==> config.mk <==
export PLATFORM = sky130hd
export DESIGN_NAME = roach_reset_sequencer
export DESIGN_NICKNAME = d
export VERILOG_FILES = /design/src/rtl/roach_reset_sequencer.sv
export SDC_FILE = /design/constraint.sdc
export NUM_CORES = 1
export LEC_CHECK = 0
export CAP_MARGIN = 20
export CORE_MARGIN = 2
export CORE_UTILIZATION = 56
export DETAILED_ROUTE_END_ITERATION = 10
export PLACE_DENSITY = 0.78
export REMOVE_ABC_BUFFERS = 1
export SYNTH_ARGS = -nofsm -noshare
export SYNTH_HDL_FRONTEND = slang
export SYNTH_SLANG_ARGS = --single-unit
==> constraint.sdc <==
create_clock -name sys_clk -period 2.3 [get_ports sys_clk]
set_clock_uncertainty 0.15 [all_clocks]
set_input_delay 0.69 -clock sys_clk [delete_from_list [all_inputs] [get_ports sys_clk]]
set_output_delay 0.69 -clock sys_clk [all_outputs]
set_load 0.02 [all_outputs]
==> src/rtl/roach_reset_sequencer.sv <==
`default_nettype none
// =============================================================================
// Module   : roach_reset_sequencer
// Purpose  : Sequenced reset controller for the sys_clk domain. Qualifies the
//            MMCM lock, holds the IDELAYCTRL in reset, waits for delay
//            calibration, then releases core and user resets in order.
//            Re-sequences on lock or ready loss and counts lock losses seen
//            while running.
// Options  : RST_SEQ_RETRY_EN - when defined, FAULT retries calibration after
//            RDY_TIMEOUT cycles instead of holding until sys_rst.
// Revision : 1.0 - initial release
// =============================================================================
module roach_reset_sequencer #(
   parameter int LOCK_WAIT         = 1024,
   parameter int IDELAY_RST_CYCLES = 16,
   parameter int RDY_TIMEOUT       = 4096,
   parameter int USER_DELAY        = 8
) (
   input  logic       sys_clk,
   input  logic       sys_rst,
   input  logic       mmcm_locked,
   input  logic       idelay_rdy,
   output logic       idelay_rst,
   output logic       rst_core,
   output logic       rst_user,
   output logic       seq_done,
   output logic       fault,
   output logic [7:0] lock_loss_count
);

   // The shared phase counter must hold the largest terminal value of any state.
   localparam int c_max_ab  = (LOCK_WAIT > IDELAY_RST_CYCLES) ? LOCK_WAIT : IDELAY_RST_CYCLES;
   localparam int c_max_cd  = (RDY_TIMEOUT > USER_DELAY) ? RDY_TIMEOUT : USER_DELAY;
   localparam int c_cnt_max = (c_max_ab > c_max_cd) ? c_max_ab : c_max_cd;
   localparam int c_cnt_w   = $clog2(c_cnt_max + 1);

   // Terminal counts. Timed states leave on their last cycle, so they compare
   // against N-1; lock qualification compares against the full LOCK_WAIT.
   localparam logic [c_cnt_w-1:0] c_lock_wait = c_cnt_w'(LOCK_WAIT);
   localparam logic [c_cnt_w-1:0] c_idly_last = c_cnt_w'(IDELAY_RST_CYCLES - 1);
   localparam logic [c_cnt_w-1:0] c_rdy_last  = c_cnt_w'(RDY_TIMEOUT - 1);
   localparam logic [c_cnt_w-1:0] c_user_last = c_cnt_w'(USER_DELAY - 1);
   localparam logic [7:0]         c_loss_max  = 8'hFF;

   typedef enum logic [2:0] {
      ST_RESET     = 3'd0,
      ST_WAIT_LOCK = 3'd1,
      ST_IDLY_RST  = 3'd2,
      ST_IDLY_WAIT = 3'd3,
      ST_CORE_REL  = 3'd4,
      ST_RUN       = 3'd5,
      ST_FAULT     = 3'd6
   } state_t;

   state_t               r_state;
   logic [c_cnt_w-1:0]   r_cnt;
   logic [7:0]           r_loss_cnt;
   logic                 r_lock_meta;
   logic                 r_lock_s;
   logic                 r_rdy_meta;
   logic                 r_rdy_s;

   // Two-flop synchronisers bringing the asynchronous status inputs into sys_clk.
   always_ff @(posedge sys_clk) begin
      if (sys_rst) begin
         r_lock_meta <= 1'b0;
         r_lock_s    <= 1'b0;
         r_rdy_meta  <= 1'b0;
         r_rdy_s     <= 1'b0;
      end else begin
         r_lock_meta <= mmcm_locked;
         r_lock_s    <= r_lock_meta;
         r_rdy_meta  <= idelay_rdy;
         r_rdy_s     <= r_rdy_meta;
      end
   end

   // Sequencing FSM: state, shared phase counter, lock-loss counter and the
   // output decode registered one cycle behind the state.
   always_ff @(posedge sys_clk) begin
      if (sys_rst) begin
         r_state         <= ST_RESET;
         r_cnt           <= '0;
         r_loss_cnt      <= 8'd0;
         idelay_rst      <= 1'b1;
         rst_core        <= 1'b1;
         rst_user        <= 1'b1;
         seq_done        <= 1'b0;
         fault           <= 1'b0;
         lock_loss_count <= 8'd0;
      end else begin
         // Outputs follow the state the FSM occupied during this cycle.
         idelay_rst      <= (r_state == ST_RESET)     || (r_state == ST_WAIT_LOCK) ||
                            (r_state == ST_IDLY_RST)  || (r_state == ST_FAULT);
         rst_core        <= !((r_state == ST_CORE_REL) || (r_state == ST_RUN));
         rst_user        <= (r_state != ST_RUN);
         seq_done        <= (r_state == ST_RUN);
         fault           <= (r_state == ST_FAULT);
         lock_loss_count <= r_loss_cnt;

         case (r_state)
            ST_RESET: begin
               r_state <= ST_WAIT_LOCK;
               r_cnt   <= '0;
            end

            // Lock must be seen high continuously; any low sample restarts it.
            ST_WAIT_LOCK: begin
               if (!r_lock_s) begin
                  r_cnt <= '0;
               end else if (r_cnt == c_lock_wait) begin
                  r_state <= ST_IDLY_RST;
                  r_cnt   <= '0;
               end else begin
                  r_cnt <= r_cnt + 1'b1;
               end
            end

            ST_IDLY_RST: begin
               if (!r_lock_s) begin
                  r_state <= ST_WAIT_LOCK;
                  r_cnt   <= '0;
               end else if (r_cnt == c_idly_last) begin
                  r_state <= ST_IDLY_WAIT;
                  r_cnt   <= '0;
               end else begin
                  r_cnt <= r_cnt + 1'b1;
               end
            end

            // Lock loss outranks ready; ready outranks the calibration timeout.
            ST_IDLY_WAIT: begin
               if (!r_lock_s) begin
                  r_state <= ST_WAIT_LOCK;
                  r_cnt   <= '0;
               end else if (r_rdy_s) begin
                  r_state <= ST_CORE_REL;
                  r_cnt   <= '0;
               end else if (r_cnt == c_rdy_last) begin
                  r_state <= ST_FAULT;
                  r_cnt   <= '0;
               end else begin
                  r_cnt <= r_cnt + 1'b1;
               end
            end

            ST_CORE_REL: begin
               if (!r_lock_s) begin
                  r_state <= ST_WAIT_LOCK;
                  r_cnt   <= '0;
               end else if (!r_rdy_s) begin
                  r_state <= ST_IDLY_RST;
                  r_cnt   <= '0;
               end else if (r_cnt == c_user_last) begin
                  r_state <= ST_RUN;
                  r_cnt   <= '0;
               end else begin
                  r_cnt <= r_cnt + 1'b1;
               end
            end

            // Only lock losses taken from RUN are counted for software.
            ST_RUN: begin
               r_cnt <= '0;
               if (!r_lock_s) begin
                  r_state <= ST_WAIT_LOCK;
                  if (r_loss_cnt != c_loss_max) begin
                     r_loss_cnt <= r_loss_cnt + 8'd1;
                  end
               end else if (!r_rdy_s) begin
                  r_state <= ST_IDLY_RST;
               end
            end

            ST_FAULT: begin
`ifdef RST_SEQ_RETRY_EN
               // Back off for one timeout period, then retry calibration.
               if (r_cnt == c_rdy_last) begin
                  r_state <= ST_IDLY_RST;
                  r_cnt   <= '0;
               end else begin
                  r_cnt <= r_cnt + 1'b1;
               end
`else
               // Sticky until sys_rst.
               r_cnt <= '0;
`endif
            end

            default: begin
               r_state <= ST_RESET;
               r_cnt   <= '0;
            end
         endcase
      end
   end

endmodule
`default_nettype wire

==> qor.txt, run 1 <==
Synth cell types = 40
Initial antenna violation count = 0
Number of flops mapped to enable cells by yosys = 0
Yosys top cell area share = 0.446
Status = complete, no violations
Leakage power = 0.745 nW
Slowest-stage cell, CP = clkdlybuf4s50_1
Area leader, netlist = dfxtp_1
Worst Path Arrival = 1.30 ns
Internal power = 1.19 mW
Slew Viols, Final = 0
# setup viols final = 0
Horiz. Die Dim = 61.3 um
Fill cells = 263
Initial Util = 0.598
Fmax = 468 MHz
Flops & latches, synth = 41
Clk buf depth = 2
Top FF cell, synth = dfxtp_1
WHS Path Cells = 1
CTS tree = built
Syn Inst Count = 193
CTS Buf Count = 5
Largest stage delay on the critical path = 0.60 ns
Via/cell ratio = 5.23
Nets = 219
Hold-fix buffers, CTS = 0
Critical path origin = lock_loss_count[2]$_SDFF_PP0_
Global-route wire length before repair = 5020 um
CP required = 1.46 ns
Die area = 0.00376 mm2
Fin crit share = 0.928
Initial DRC count = 63
Avg Cell Area, Syn = 9.53 um2
Via count = 1343
Synth async-reset ratio = 0
Root Driver = clkbuf_4
# diodes = 0
Multi-input logic area = 952 um2
CP bufs+invs = 1
Total core area = 0.00308 mm2
Setup TNS = 0 ns
DRT Wirelength = 3100 um
CP top delay family = buffers and inverters
CP Max Fanout = 1
Sw Share = 0.244
Clock power frac = 0.358
Seq pwr share = 0.505
Sequential area share after synthesis = 0.446
Pwr Total = 1.57 mW
Clock Latency Late Sink = 0.35 ns
P_sw = 0.382 mW
Crit end category = primary output
Pin count of the biggest net entering global routing = 24
Non-filler cells in the finished layout = 257
Standard-cell row count = 20
Drt pass-1 iters = 4
FF-to-FF path depth = 6
Rel. slew slack = 0.574
Dpl cells = 249
Comb power frac = 0.137
Syn. warnings = 0
WS Path Type = reg2out
Clk slew on worst S/H paths = 0.12 ns
Clk sinks = 41
GRT Resource Usage Total = 0.186
Cell depth of the worst setup path = 1
Startpoint Class = flip-flop
Vias in the first global route = 1206
Gpl congestion = 0.822
Synthesized area = 0.00184 mm2
Synth area leaders = dfxtp_1 45%, xnor2_1 5.2%, nor2b_1 4.4%
RSZ-0062 raised after global routing = no
Detail-routed net length per standard cell = 12.1 um
Syn-to-layout area delta = 17.3%
# IOs = 17
Max-cap violation count = 0
Post-DP HPWL = 2350 um
# port buffers = 16
Total gr overflow = 0
Final min period = 2.14 ns
Worst Min Path Start = r_lock_meta$_SDFF_PP0_
H-tree depth = 2
Worst-path cell chain = clkdlybuf4s50_1
Final hold viol count = 0
Die height = 61.3 um
Reg2reg start = r_cnt[0]$_SDFF_PP0_
Worst-Margin Slew = 0.635 ns
Antenna Nets Post-Route = 0
Worst hold path class = reg2reg
Share of cells above drive strength 1 = 0.178
Sequential Area = 821 um2
Peak VDD IR = 499 uV
Pwr Density = 726 mW/mm2
DRC violations left = 0
-- through the flow --
stage	instance area [um2]	worst slack (ns)	hold WS, ns	utilization
floorplan	1800	-0.0251	0.264	-
global placement	2040	0.158	0.268	0.664
detailed placement	2040	0.0634	0.290	0.664
CTS	2150	0.0365	0.313	0.697
global route	2160	0.0727	0.319	0.701
finish	2160	0.165	0.306	0.701
-- cell usage after synthesis (all sizes together) (4+ instances only) --
| library cell | instances |
|---|---|
| mux2i | 4 |
| nor2 | 29 |
| inv | 9 |
| buf | 4 |
| nand3 | 10 |
| nor4 | 7 |
| nand4 | 4 |
| clkbuf | 4 |
| and3 | 5 |
| a21oi | 6 |
| nand2b | 6 |
| nand2 | 7 |
| dfxtp | 41 |
| xnor2 | 11 |
| nor2b | 13 |
| o21ai | 5 |
| xor2 | 6 |
-- path summary, 6_finish.rpt --
path,endpoint,slack (ns)
max,lock_loss_count[2],0.16
min,r_lock_s$_SDFF_PP0_,0.31
max reg2reg,r_state[1]$_SDFFE_PP0P_,0.20
min reg2reg,r_lock_s$_SDFF_PP0_,0.31
-- registers in the layout (all words and copies together), names as in the netlist --
| signal | flops |
|---|---|
| fault | 1 |
| idelay_rst | 1 |
| lock_loss_count | 8 |
| r_cnt | 13 |
| r_lock_meta | 1 |
| r_lock_s | 1 |
| r_loss_cnt | 8 |
| r_rdy_meta | 1 |
| r_rdy_s | 1 |
| r_state | 3 |
| rst_core | 1 |
| rst_user | 1 |
| seq_done | 1 |
-- final cells by class --
| class | count | area share |
|---|---|---|
| Multi-Input combinational cell | 135 | 0.441 |
| Sequential cell | 41 | 0.380 |
| Timing Repair Buffer | 20 | 0.0899 |
| Clock inverter | 3 | 0.0301 |
| Tap cell | 44 | 0.0255 |
| Clock buffer | 5 | 0.0174 |
| Inverter | 9 | 0.0157 |
-- repair_timing --
| action | 4_1_cts | 5_1_grt |
|---|---|---|
| setup buffers | 0 | 0 |
| gates resized for setup | 0 | 2 |
| hold endpoints to repair | 0 | 0 |
| setup endpoints to repair | 0 | 16 |
-- power by group through the flow --
stage | Clock [mW] | Sequential, mW | Combinational, mW
floorplan | 0 | 0.794 | 0.163
global placement | 0 | 0.804 | 0.212
detailed placement | 0 | 0.806 | 0.216
CTS | 0.571 | 0.790 | 0.218
global route | 0.603 | 0.800 | 0.239
finish | 0.561 | 0.791 | 0.216
-- logic make-up after synthesis --
| kind of cell | share of synthesized area |
|---|---|
| muxes | 0.0279 |
| buffers and inverters | 0.0408 |
| AOI/OAI and AO/OA | 0.0660 |
| xor gates and xnor gates | 0.0810 |
| adders and majority gates | 0.0204 |
| and+or+nand+nor | 0.318 |
| DFF | 0.446 |
-- layer usage --
layer,up-vias,wire length (um),GRT usage,part of all wire
li1,688,-,-,-
met1,624,1350,0.208,0.43
met2,22,1570,0.319,0.50
met3,9,123,0.0630,0.040
met4,0,65,0.0839,0.021
met5,-,0,0,0
-- placed cells by master (no fill, tap or decap), types with 2 or more instances in the layout --
cell type	synthesis	layout
nor2_1	19	19
nor2_2	10	10
a31oi_1	2	2
bufinv_16	0	2
and3_1	3	3
nor3_1	3	3
nand3_1	9	9
nor2b_1	13	13
nor4_4	1	2
xnor2_1	11	11
nor4_2	5	4
dfxtp_1	41	41
and4bb_2	2	2
ha_1	3	3
nand2b_1	6	6
buf_4	0	3
nand4_1	4	4
o21ai_0	4	4
xor2_1	6	6
clkdlybuf4s50_1	0	16
or2_2	2	2
mux2i_1	4	4
clkbuf_4	0	5
a21oi_1	6	6
inv_1	9	9
nand2_1	7	7
Power figures use the tool's default switching activity.
==> run 2: changes to the inputs <==
- SLEW_MARGIN: unset -> 0
==> results of run 2 <==
No change in the layout: final DEF, timing and power equal those of run 1.
